**config.mk**
```make
export PLATFORM = sky130hd
export DESIGN_NAME = rv_hazard_detection_unit_flat
export DESIGN_NICKNAME = d
export VERILOG_FILES = /design/src/rtl/rv_hazard_detection_unit_pkg.sv /design/src/rtl/rv_hazard_detection_unit_if.sv /design/src/rtl/rv_hazard_detection_unit.sv /design/src/flat_wrapper.sv
export SDC_FILE = /design/constraint.sdc
export NUM_CORES = 1
export LEC_CHECK = 0
export CORE_MARGIN = 3
export CORE_UTILIZATION = 17
export DETAILED_ROUTE_END_ITERATION = 10
export PLACE_DENSITY = 0.8
export SYNTH_ARGS = -nofsm -noshare
export SYNTH_HDL_FRONTEND = slang
export SYNTH_SLANG_ARGS = --single-unit
```
**constraint.sdc**
```tcl
create_clock -name vclk -period 0.9
set_input_delay 0.09 -clock vclk [all_inputs]
set_output_delay 0.09 -clock vclk [all_outputs]
set_load 0.02 [all_outputs]
```
**src/rtl/rv_hazard_detection_unit_pkg.sv**
```systemverilog
`default_nettype none
// ============================================================================
// Module  : rv_hazard_detection_unit_pkg
// Purpose : Shared RISC-V definitions for the hazard detection slice.
//           Holds the base RV32 major opcodes and a log2 helper.
// Ports   : none (package)
// Revision: 1.0  initial release
// ============================================================================
package rv_hazard_detection_unit_pkg;

   // RV32 major opcodes (instruction bits [6:0])
   localparam logic [6:0] R_TYPE = 7'b0110011;
   localparam logic [6:0] I_TYPE = 7'b0010011;
   localparam logic [6:0] STORE  = 7'b0100011;
   localparam logic [6:0] LOAD   = 7'b0000011;
   localparam logic [6:0] BRANCH = 7'b1100011;
   localparam logic [6:0] JALR   = 7'b1100111;
   localparam logic [6:0] JAL    = 7'b1101111;
   localparam logic [6:0] IMM_32 = 7'b0011011;
   localparam logic [6:0] OP_32  = 7'b0111011;

   // Ceiling log2; returns 0 for inputs of 0 or 1.
   function automatic int log2(input int value);
      int v;
      int r;
      v = value - 1;
      r = 0;
      while (v > 0) begin
         r = r + 1;
         v = v >> 1;
      end
      return r;
   endfunction

endpackage : rv_hazard_detection_unit_pkg
`default_nettype wire

```
**src/rtl/rv_hazard_detection_unit_if.sv**
```systemverilog
`default_nettype none
// ============================================================================
// Module  : rv_hazard_detection_unit_if
// Purpose : Bundle of pipeline status inputs and hazard flag outputs of the
//           hazard detection unit.
// Modports: master - pipeline side, drives status, observes hazard flags
//           slave  - hazard detection unit, observes status, drives flags
// Revision: 1.0  initial release
// ============================================================================
interface rv_hazard_detection_unit_if #(
   parameter int ADDRESS_BITS = 32
);
   // instruction memory
   logic                    fetch_valid;
   logic                    fetch_ready;
   logic                    issue_request;
   logic [ADDRESS_BITS-1:0] issue_PC;
   logic [ADDRESS_BITS-1:0] fetch_address_in;
   // data memory
   logic                    memory_valid;
   logic                    memory_ready;
   logic                    load_memory;
   logic                    store_memory;
   logic [ADDRESS_BITS-1:0] load_address;
   logic [ADDRESS_BITS-1:0] memory_address_in;
   // control flow
   logic [6:0]              opcode_decode;
   logic [6:0]              opcode_execute;
   logic                    branch_execute;
   // serialising instructions per stage
   logic                    solo_instr_decode;
   logic                    solo_instr_execute;
   logic                    solo_instr_memory_issue;
   logic                    solo_instr_memory_receive;
   logic                    solo_instr_writeback;
   // hazard flags
   logic                    i_mem_issue_hazard;
   logic                    i_mem_recv_hazard;
   logic                    d_mem_issue_hazard;
   logic                    d_mem_recv_hazard;
   logic                    JALR_branch_hazard;
   logic                    JAL_hazard;
   logic                    solo_instr_hazard;
   // debug
   logic                    scan;

   modport master (
      output fetch_valid, fetch_ready, issue_request, issue_PC, fetch_address_in,
      output memory_valid, memory_ready, load_memory, store_memory,
      output load_address, memory_address_in,
      output opcode_decode, opcode_execute, branch_execute,
      output solo_instr_decode, solo_instr_execute, solo_instr_memory_issue,
      output solo_instr_memory_receive, solo_instr_writeback,
      output scan,
      input  i_mem_issue_hazard, i_mem_recv_hazard, d_mem_issue_hazard,
      input  d_mem_recv_hazard, JALR_branch_hazard, JAL_hazard, solo_instr_hazard
   );

   modport slave (
      input  fetch_valid, fetch_ready, issue_request, issue_PC, fetch_address_in,
      input  memory_valid, memory_ready, load_memory, store_memory,
      input  load_address, memory_address_in,
      input  opcode_decode, opcode_execute, branch_execute,
      input  solo_instr_decode, solo_instr_execute, solo_instr_memory_issue,
      input  solo_instr_memory_receive, solo_instr_writeback,
      input  scan,
      output i_mem_issue_hazard, i_mem_recv_hazard, d_mem_issue_hazard,
      output d_mem_recv_hazard, JALR_branch_hazard, JAL_hazard, solo_instr_hazard
   );

endinterface : rv_hazard_detection_unit_if
`default_nettype wire

```
**src/rtl/rv_hazard_detection_unit.sv**
```systemverilog
`default_nettype none
// ============================================================================
// Module  : rv_hazard_detection_unit
// Purpose : Core-agnostic hazard detector. Raises purely combinational flags
//           for i-mem / d-mem issue and receive stalls, JALR / taken-branch
//           and JAL redirects, and solo-instruction serialisation. It never
//           stalls or flushes by itself; downstream control resolves priority.
// Ports   : clock - single clock, all state on posedge
//           reset - asynchronous, active-low
//           hdu   - rv_hazard_detection_unit_if.slave (status in, flags out)
// Config  : HDU_SCAN_EN - when defined, a free-running cycle counter and a
//           per-cycle $display of all inputs and flags are included while
//           scan is high inside [SCAN_CYCLES_MIN, SCAN_CYCLES_MAX]. When
//           undefined, scan is ignored and the hazard logic is unchanged.
// Revision: 1.0  initial release
// ============================================================================
module rv_hazard_detection_unit
   import rv_hazard_detection_unit_pkg::*;
#(
   parameter int CORE            = 0,
   parameter int ADDRESS_BITS    = 32,
   parameter int SCAN_CYCLES_MIN = 0,
   parameter int SCAN_CYCLES_MAX = 1000
) (
   input wire logic                     clock,
   input wire logic                     reset,
   rv_hazard_detection_unit_if.slave    hdu
);

   logic w_fetch_addr_mismatch;
   logic w_load_addr_mismatch;
   logic w_older_solo_in_flight;

   // Full-width equality; responses must match the exact outstanding address.
   assign w_fetch_addr_mismatch  = (hdu.issue_PC != hdu.fetch_address_in);
   assign w_load_addr_mismatch   = (hdu.load_address != hdu.memory_address_in);
   assign w_older_solo_in_flight = hdu.solo_instr_execute      |
                                   hdu.solo_instr_memory_issue |
                                   hdu.solo_instr_memory_receive |
                                   hdu.solo_instr_writeback;

   // i-mem cannot take a request and nothing is already outstanding.
   assign hdu.i_mem_issue_hazard = ~hdu.fetch_ready & ~hdu.issue_request;
   // Outstanding fetch whose response is absent or belongs to another PC.
   assign hdu.i_mem_recv_hazard  = hdu.issue_request &
                                   (~hdu.fetch_valid | w_fetch_addr_mismatch);
   assign hdu.d_mem_issue_hazard = ~hdu.memory_ready;
   assign hdu.d_mem_recv_hazard  = hdu.load_memory &
                                   (~hdu.memory_valid | w_load_addr_mismatch);
   // JALR always redirects in execute; a branch only when resolved taken.
   assign hdu.JALR_branch_hazard = (hdu.opcode_execute == JALR) |
                                   ((hdu.opcode_execute == BRANCH) & hdu.branch_execute);
   assign hdu.JAL_hazard         = (hdu.opcode_decode == JAL);
   // A solo instruction in decode waits for any older solo one to drain.
   assign hdu.solo_instr_hazard  = hdu.solo_instr_decode & w_older_solo_in_flight;

`ifdef HDU_SCAN_EN
   logic [31:0] r_cycles;

   always_ff @(posedge clock or negedge reset) begin
      if (!reset) begin
         r_cycles <= 32'd0;
      end else begin
         r_cycles <= r_cycles + 32'd1;
      end
   end

   always_ff @(posedge clock) begin
      if (hdu.scan &&
          (r_cycles >= 32'(SCAN_CYCLES_MIN)) &&
          (r_cycles <= 32'(SCAN_CYCLES_MAX))) begin
         $display("------ Core %0d Hazard Detection Unit - Cycle %0d ------", CORE, r_cycles);
         $display("fetch_valid %b fetch_ready %b issue_request %b issue_PC %h fetch_address_in %h",
                  hdu.fetch_valid, hdu.fetch_ready, hdu.issue_request, hdu.issue_PC,
                  hdu.fetch_address_in);
         $display("memory_valid %b memory_ready %b load_memory %b store_memory %b load_address %h memory_address_in %h",
                  hdu.memory_valid, hdu.memory_ready, hdu.load_memory, hdu.store_memory,
                  hdu.load_address, hdu.memory_address_in);
         $display("opcode_decode %b opcode_execute %b branch_execute %b",
                  hdu.opcode_decode, hdu.opcode_execute, hdu.branch_execute);
         $display("solo_instr dec %b exe %b mem_iss %b mem_rcv %b wb %b",
                  hdu.solo_instr_decode, hdu.solo_instr_execute, hdu.solo_instr_memory_issue,
                  hdu.solo_instr_memory_receive, hdu.solo_instr_writeback);
         $display("i_mem_issue %b i_mem_recv %b d_mem_issue %b d_mem_recv %b JALR_branch %b JAL %b solo %b",
                  hdu.i_mem_issue_hazard, hdu.i_mem_recv_hazard, hdu.d_mem_issue_hazard,
                  hdu.d_mem_recv_hazard, hdu.JALR_branch_hazard, hdu.JAL_hazard,
                  hdu.solo_instr_hazard);
      end
   end
`else
   // Debug scan compiled out: no cycle counter, scan and store_memory unobserved.
`endif

endmodule : rv_hazard_detection_unit
`default_nettype wire

```
**src/flat_wrapper.sv**
```systemverilog
// flat-port wrapper written by rule: the top's interface ports become plain ports
module rv_hazard_detection_unit_flat import rv_hazard_detection_unit_pkg::*;
#(
   parameter int CORE            = 0,
   parameter int ADDRESS_BITS    = 32,
   parameter int SCAN_CYCLES_MIN = 0,
   parameter int SCAN_CYCLES_MAX = 1000
)
  (clock, reset, hdu_fetch_valid, hdu_fetch_ready, hdu_issue_request, hdu_issue_PC, hdu_fetch_address_in, hdu_memory_valid, hdu_memory_ready, hdu_load_memory, hdu_store_memory, hdu_load_address, hdu_memory_address_in, hdu_opcode_decode, hdu_opcode_execute, hdu_branch_execute, hdu_solo_instr_decode, hdu_solo_instr_execute, hdu_solo_instr_memory_issue, hdu_solo_instr_memory_receive, hdu_solo_instr_writeback, hdu_scan, hdu_i_mem_issue_hazard, hdu_i_mem_recv_hazard, hdu_d_mem_issue_hazard, hdu_d_mem_recv_hazard, hdu_JALR_branch_hazard, hdu_JAL_hazard, hdu_solo_instr_hazard);
  rv_hazard_detection_unit_if #(.ADDRESS_BITS(ADDRESS_BITS)) hdu_i ();
  input wire logic clock;
  input wire logic reset;
  input wire logic [$bits(hdu_i.fetch_valid)-1:0] hdu_fetch_valid;
  input wire logic [$bits(hdu_i.fetch_ready)-1:0] hdu_fetch_ready;
  input wire logic [$bits(hdu_i.issue_request)-1:0] hdu_issue_request;
  input wire logic [$bits(hdu_i.issue_PC)-1:0] hdu_issue_PC;
  input wire logic [$bits(hdu_i.fetch_address_in)-1:0] hdu_fetch_address_in;
  input wire logic [$bits(hdu_i.memory_valid)-1:0] hdu_memory_valid;
  input wire logic [$bits(hdu_i.memory_ready)-1:0] hdu_memory_ready;
  input wire logic [$bits(hdu_i.load_memory)-1:0] hdu_load_memory;
  input wire logic [$bits(hdu_i.store_memory)-1:0] hdu_store_memory;
  input wire logic [$bits(hdu_i.load_address)-1:0] hdu_load_address;
  input wire logic [$bits(hdu_i.memory_address_in)-1:0] hdu_memory_address_in;
  input wire logic [$bits(hdu_i.opcode_decode)-1:0] hdu_opcode_decode;
  input wire logic [$bits(hdu_i.opcode_execute)-1:0] hdu_opcode_execute;
  input wire logic [$bits(hdu_i.branch_execute)-1:0] hdu_branch_execute;
  input wire logic [$bits(hdu_i.solo_instr_decode)-1:0] hdu_solo_instr_decode;
  input wire logic [$bits(hdu_i.solo_instr_execute)-1:0] hdu_solo_instr_execute;
  input wire logic [$bits(hdu_i.solo_instr_memory_issue)-1:0] hdu_solo_instr_memory_issue;
  input wire logic [$bits(hdu_i.solo_instr_memory_receive)-1:0] hdu_solo_instr_memory_receive;
  input wire logic [$bits(hdu_i.solo_instr_writeback)-1:0] hdu_solo_instr_writeback;
  input wire logic [$bits(hdu_i.scan)-1:0] hdu_scan;
  output wire logic [$bits(hdu_i.i_mem_issue_hazard)-1:0] hdu_i_mem_issue_hazard;
  output wire logic [$bits(hdu_i.i_mem_recv_hazard)-1:0] hdu_i_mem_recv_hazard;
  output wire logic [$bits(hdu_i.d_mem_issue_hazard)-1:0] hdu_d_mem_issue_hazard;
  output wire logic [$bits(hdu_i.d_mem_recv_hazard)-1:0] hdu_d_mem_recv_hazard;
  output wire logic [$bits(hdu_i.JALR_branch_hazard)-1:0] hdu_JALR_branch_hazard;
  output wire logic [$bits(hdu_i.JAL_hazard)-1:0] hdu_JAL_hazard;
  output wire logic [$bits(hdu_i.solo_instr_hazard)-1:0] hdu_solo_instr_hazard;
  assign hdu_i.fetch_valid = hdu_fetch_valid;
  assign hdu_i.fetch_ready = hdu_fetch_ready;
  assign hdu_i.issue_request = hdu_issue_request;
  assign hdu_i.issue_PC = hdu_issue_PC;
  assign hdu_i.fetch_address_in = hdu_fetch_address_in;
  assign hdu_i.memory_valid = hdu_memory_valid;
  assign hdu_i.memory_ready = hdu_memory_ready;
  assign hdu_i.load_memory = hdu_load_memory;
  assign hdu_i.store_memory = hdu_store_memory;
  assign hdu_i.load_address = hdu_load_address;
  assign hdu_i.memory_address_in = hdu_memory_address_in;
  assign hdu_i.opcode_decode = hdu_opcode_decode;
  assign hdu_i.opcode_execute = hdu_opcode_execute;
  assign hdu_i.branch_execute = hdu_branch_execute;
  assign hdu_i.solo_instr_decode = hdu_solo_instr_decode;
  assign hdu_i.solo_instr_execute = hdu_solo_instr_execute;
  assign hdu_i.solo_instr_memory_issue = hdu_solo_instr_memory_issue;
  assign hdu_i.solo_instr_memory_receive = hdu_solo_instr_memory_receive;
  assign hdu_i.solo_instr_writeback = hdu_solo_instr_writeback;
  assign hdu_i.scan = hdu_scan;
  assign hdu_i_mem_issue_hazard = hdu_i.i_mem_issue_hazard;
  assign hdu_i_mem_recv_hazard = hdu_i.i_mem_recv_hazard;
  assign hdu_d_mem_issue_hazard = hdu_i.d_mem_issue_hazard;
  assign hdu_d_mem_recv_hazard = hdu_i.d_mem_recv_hazard;
  assign hdu_JALR_branch_hazard = hdu_i.JALR_branch_hazard;
  assign hdu_JAL_hazard = hdu_i.JAL_hazard;
  assign hdu_solo_instr_hazard = hdu_i.solo_instr_hazard;
  rv_hazard_detection_unit #(.CORE(CORE), .ADDRESS_BITS(ADDRESS_BITS), .SCAN_CYCLES_MIN(SCAN_CYCLES_MIN), .SCAN_CYCLES_MAX(SCAN_CYCLES_MAX)) u_core (.clock(clock), .reset(reset), .hdu(hdu_i));
endmodule
```
==> results.yml, run 1 <==
yosys:
  ys_seq_area_share_pct: 0
  ys_top_cells_by_area: "xor2_1 71%, nor4_1 11%, nand3_1 3.3%, o31a_1 2.3%, xnor2_1 2.3%"
  synthXorXnorAreaFrac_pct: 73.2
  yosysTopAreaCell: "xor2_1"
  netlist_instances: 96
  ys_warn_count: 0
  synth_top_family_by_area: "XOR/XNOR gates"
  synth.top_cell.area_share_pct: 70.9
  synth_mux_area_share_pct: 0
  synth_fa_ha_area_share_pct: 0
  yosysUniqueCellTypes: 13
  synth_compound_area_share_pct: 5.23
  syn_area_per_cell_sq_um: 7.98
  synth-simple-area-share_pct: 21.1
  synth_nets: 254
  synth_area_sq_um: 766
worst_setup_path:
  worst_setup_path_start_kind: "input pin"
  path_buf_inv: 2
  critPathTopFamily: "simple AND/OR/NAND/NOR gates"
  cp.required_ps: 810
  cp_cell_sequence: "clkdlybuf4s15_1 > xor2_1 > nor4_1 > nand3_1 > o31a_1 > buf_6"
  cp.arrival_ps: 1260
  cp_num_cells: 6
  critical_path.max_stage_delay_ps: 320
  slowest_stage: "o31a_1"
  end_kind: "output pin"
  crit_start: "hdu_memory_address_in[17]"
  critPathKind: "in2out"
  cp_max_fo: 1
  crit_path_end: "hdu_d_mem_recv_hazard"
floorplan:
  die_h_microns: 73.1
  initial_utilization_pct: 18.4
  dieArea_sq_um: 5350
  die_w_microns: 73.1
  core_sq_um: 4170
  rows: 23
  ios: 165
detailed_routing:
  drc_errors: 0
  wl_per_cell_microns: 13.8
  drt_first_pass_iters: 4
  drt_wl_total_mm: 4.24
  antenna_left: 0
  num_vias: 1273
  viasPerCell: 4.15
  drt_iter0_markers: 9
timing:
  finalCritPeriodShare_pct: 150
  period_needed_ps: 1350
  max_slew_margin_pct: 80.6
  slew_viol_final: 0
  fin_hold_ws_ps: 482
  worst_slew_pin_slew_ps: 288
  rsz0062_at_grt: "yes"
  max_freq_ghz: 0.741
  setup_violations: 2
  setup_tns_ps: -843
  finalHoldViolations: 0
  setup_ws_ps: -449
status:
  outcome: "finished, violations left"
  violations: "setup timing"
finish:
  drive_above_1_share_pct: 44.7
  diodes: 0
  final_common_cell: "xor2_1"
  area_growth_pct: 176
  num-nets-final: 417
  seq_cells: 0
  regArea_sq_um: 0
  postLayoutCoreUtil_pct: 50.6
  layout_common_cells: "56 x xor2_1, 46 x clkbuf_2, 38 x buf_2, 26 x clkdlybuf4s15_1, 25 x dlygate4sd2_1"
  clock_buffers: 0
flow_run:
  cap_violations: 0
power_and_ir_drop:
  power.density_nw_per_um2: 385
  leakagePower_nw: 1.06
  ir_drop_mv: 0.138
placement:
  dpl.hpwl_mm: 4.03
  globalplace.congestion: 0.848
  io_buffers: 161
global_routing:
  globalRouteOverflowTotal: 0
  antenna_found_initial: 0
  grt_util_all_layers_pct: 14.4
  grt_pass1_vias: 1367
  grt_max_degree: 3
  grt_pass1_wl_mm: 6.11
clock_tree:
  hold_buffers: 0
worst_hold_path:
  hold_class: "in2out"
cell families after synthesis:
logic type             count (synthesis)
AND/OR/NAND/NOR                       27
XOR/XNOR                              64
buffers and inverters                  1
AO/OA/AOI/OAI                          4
routing by layer:
| layer | routed length (microns) | part of all wire, % | track usage (%) |
|---|---|---|---|
| met1 | 1290 | 30 | 14.9 |
| met2 | 2580 | 61 | 30.3 |
| met3 | 297 | 7.0 | 1.38 |
| met4 | 78 | 1.8 | 2.66 |
| met5 | 0 | 0 | 0 |
worst min path at each step:
stage	from	end	slack, ps	cells after the start
after CTS	hdu_opcode_execute[3]	hdu_JALR_branch_hazard	520	4
after global routing	hdu_issue_request	hdu_i_mem_issue_hazard	520	3
final	hdu_issue_request	hdu_i_mem_issue_hazard	480	3
after detailed placement	hdu_opcode_decode[0]	hdu_JAL_hazard	1200	4
after global placement	hdu_memory_ready	hdu_d_mem_issue_hazard	1190	3
after floorplan	hdu_fetch_ready	hdu_i_mem_issue_hazard	250	1
power by group:
part	internal [W]	switching, W	leakage (nW)
Combinational	0.000513	0.000299	1.06
Sequential	0	0	0
Clock	0	0	0
Total	0.000513	0.000299	1.06
timing repair:
item | in CTS | in global routing
cloned | 0 | 0
pin swaps | 83 | 50
resized for setup | 336 | 99
buffers inserted | 0 | 0
setup endpoints to repair | 7 | 5
stage by stage:
stage                     std cells  power [W]  setup WS [ps]  cell area, sq um
final                           307   0.000812           -449              2110
after global placement          307   0.000993          -1170              2440
after CTS                       307   0.000800           -475              2180
after detailed placement        307    0.00101          -1190              2440
after floorplan                  96   0.000236           -140               766
after global routing            307   0.000892           -479              2110
synth_stat cells:
cell type  number
o2111a_1        1
nor3_1          2
xnor2_1         2
o41a_1          1
nor4bb_1        1
nor2_1          2
nand3_1         5
nand4_1         2
inv_1           1
nand4b_1        1
o31a_1          2
nor4_1         14
xor2_1         62
cell type report:
cell class,count,area (sq um)
multi-input cells,95,870
fillers,449,2060
inverters,1,3.75
well taps,50,62.6
repair buffers,161,1170
Note: power is estimated with default switching activity, not from simulation.
==> inputs of run 2 (changes only) <==
Settings changed: CELL_PAD_IN_SITES_DETAIL_PLACEMENT from default to 0, CELL_PAD_IN_SITES_GLOBAL_PLACEMENT from default to 1, CORE_UTILIZATION 17 to 10, PLACE_DENSITY 0.8 to default, PLACE_DENSITY_LB_ADDON from default to 0.1, SETUP_SLACK_MARGIN from default to 0.2.
Clock period 0.9 ns to 1.5 ns, I/O delays scaled along.
==> run 2 against run 1 <==
Against the previous run: the run now ends clean; worst setup slack gained 480 ps; global-route usage shrank 5.0 points; via count shrank 2.0%.
==> results.yml, run 2 (same netlist as run 1, synthesis figures left out) <==
floorplan:
  die_w_microns: 93.5
  die_h_microns: 93.5
  rows: 31
  core_sq_um: 7330
  dieArea_sq_um: 8740
  ios: 165
  initial_utilization_pct: 10.4
finish:
  regArea_sq_um: 0
  num-nets-final: 417
  drive_above_1_share_pct: 37.0
  multiInputGateArea_sq_um: 881
  clock_buffers: 0
  seq_cells: 0
  final_common_cell: "xor2_1"
  fin_area_sq_um: 2240
  layout_common_cells: "57 x xor2_1, 43 x clkbuf_2, 30 x clkdlybuf4s15_1, 29 x buf_2, 26 x clkdlybuf4s50_1"
  area_growth_pct: 192
  fill_cells: 791
  diodes: 0
power_and_ir_drop:
  p_sw_share_pct: 36.0
  leakagePower_nw: 1.03
  p_sw_w: 0.000182
  p_seq_share_pct: 0
  clockPowerShare_pct: 0
  power.density_nw_per_um2: 226
  pwr-share-comb_pct: 100.0
  internal_power_w: 0.000323
  ir_drop_mv: 0.0735
timing:
  period_needed_ps: 1470
  finalHoldViolations: 0
  worst_slew_pin_slew_ps: 274
  setup_tns_ps: 0
  finalCritPeriodShare_pct: 98.2
  max_freq_ghz: 0.679
  slew_viol_final: 0
  rsz0062_at_grt: "yes"
  setup_violations: 0
  max_slew_margin_pct: 81.6
  setup_ws_ps: 27.3
placement:
  dpl.hpwl_mm: 4.34
  dp_slack_ps: -810
  place_area_sq_um: 2500
  io_buffers: 161
  globalplace.congestion: 0.715
worst_setup_path:
  critPathTopFamily: "simple AND/OR/NAND/NOR gates"
  slowest_stage: "o31a_1"
  critPathKind: "in2out"
  path_buf_inv: 2
  critical_path.max_stage_delay_ps: 330
  cp.arrival_ps: 1320
  cp.required_ps: 1350
  end_kind: "output pin"
  worst_setup_path_start_kind: "input pin"
  cp_max_fo: 1
  cp_cell_sequence: "clkbuf_2 > xor2_1 > nor4_1 > nand4_1 > o31a_1 > buf_6"
global_routing:
  antenna_found_initial: 0
  grt_util_all_layers_pct: 9.43
  grt_pass1_vias: 1327
  globalRouteOverflowTotal: 0
  grt_max_degree: 3
  grt_pass1_wl_mm: 6.56
clock_tree:
  postCtsSetupBuffers: 0
  hold_buffers: 0
detailed_routing:
  drt_wl_total_mm: 4.60
  wl_per_cell_microns: 12.9
  antenna_left: 0
  drc_errors: 0
  drt_iter0_markers: 7
  num_vias: 1248
  viasPerCell: 3.51
  drt_first_pass_iters: 2
flow_run:
  cap_violations: 0
worst_hold_path:
  hold_class: "in2out"
status:
  outcome: "finished, final reports clean"
-- run 2: cell count changes in the layout (fill, tap and decap cells not counted), moves of 2 or more --
cell / delta
clkdlybuf4s50_1: +17
buf_4: -2
buf_6: -6
clkdlybuf4s15_1: +4
buf_2: -9
nor4_1: -2
xor2_2: -2
clkbuf_2: -3
-- run 2: path summary, 6_finish.rpt --
kind,to,cells after the start,slack [ps],from
worst max-delay path,hdu_i_mem_recv_hazard,6,30,hdu_fetch_address_in[11]
worst min-delay path,hdu_JALR_branch_hazard,4,800,hdu_opcode_execute[3]
-- run 2: area by class of cell --
type | count | area share, %
inverters | 1 | 0.168
repair buffers | 161 | 54.9
well taps | 99 | 5.53
multi-input cells | 95 | 39.4
-- run 2: power by group through the flow --
stage | registers (W) | clock network [W] | logic [W]
after CTS | 0 | 0 | 0.000506
after global routing | 0 | 0 | 0.000555
final | 0 | 0 | 0.000505
after floorplan | 0 | 0 | 0.000142
after global placement | 0 | 0 | 0.000602
after detailed placement | 0 | 0 | 0.000602
-- run 2: worst min-delay path: cells and delay by family --
family          cells  cell delay, ps
simple gates        1              40
buf+inv             2             330
compound gates      1             120
-- run 2: routing by layer --
metal  part of all wire, %  GRT usage [%]
met1                    25           8.24
met5                     0              0
met4                   1.3           1.10
met3                   8.1           1.53
met2                    66           21.7
-- run 2: per-stage QoR --
step / util (%) / total power [W] / std cells / hold slack [ps]
floorplan: - / 0.000142 / 96 / 375
global placement: 34.1 / 0.000602 / 356 / 1310
detailed placement: 34.1 / 0.000602 / 356 / 1300
CTS: 32.0 / 0.000506 / 356 / 802
global route: 30.5 / 0.000555 / 356 / 835
finish: 30.5 / 0.000505 / 356 / 797
-- run 2: timing repair --
item / CTS / global route
endpoints found under the setup margin: 7 / 3
pin swaps: 81 / 42
resized for setup: 285 / 79
cloned: 0 / 0
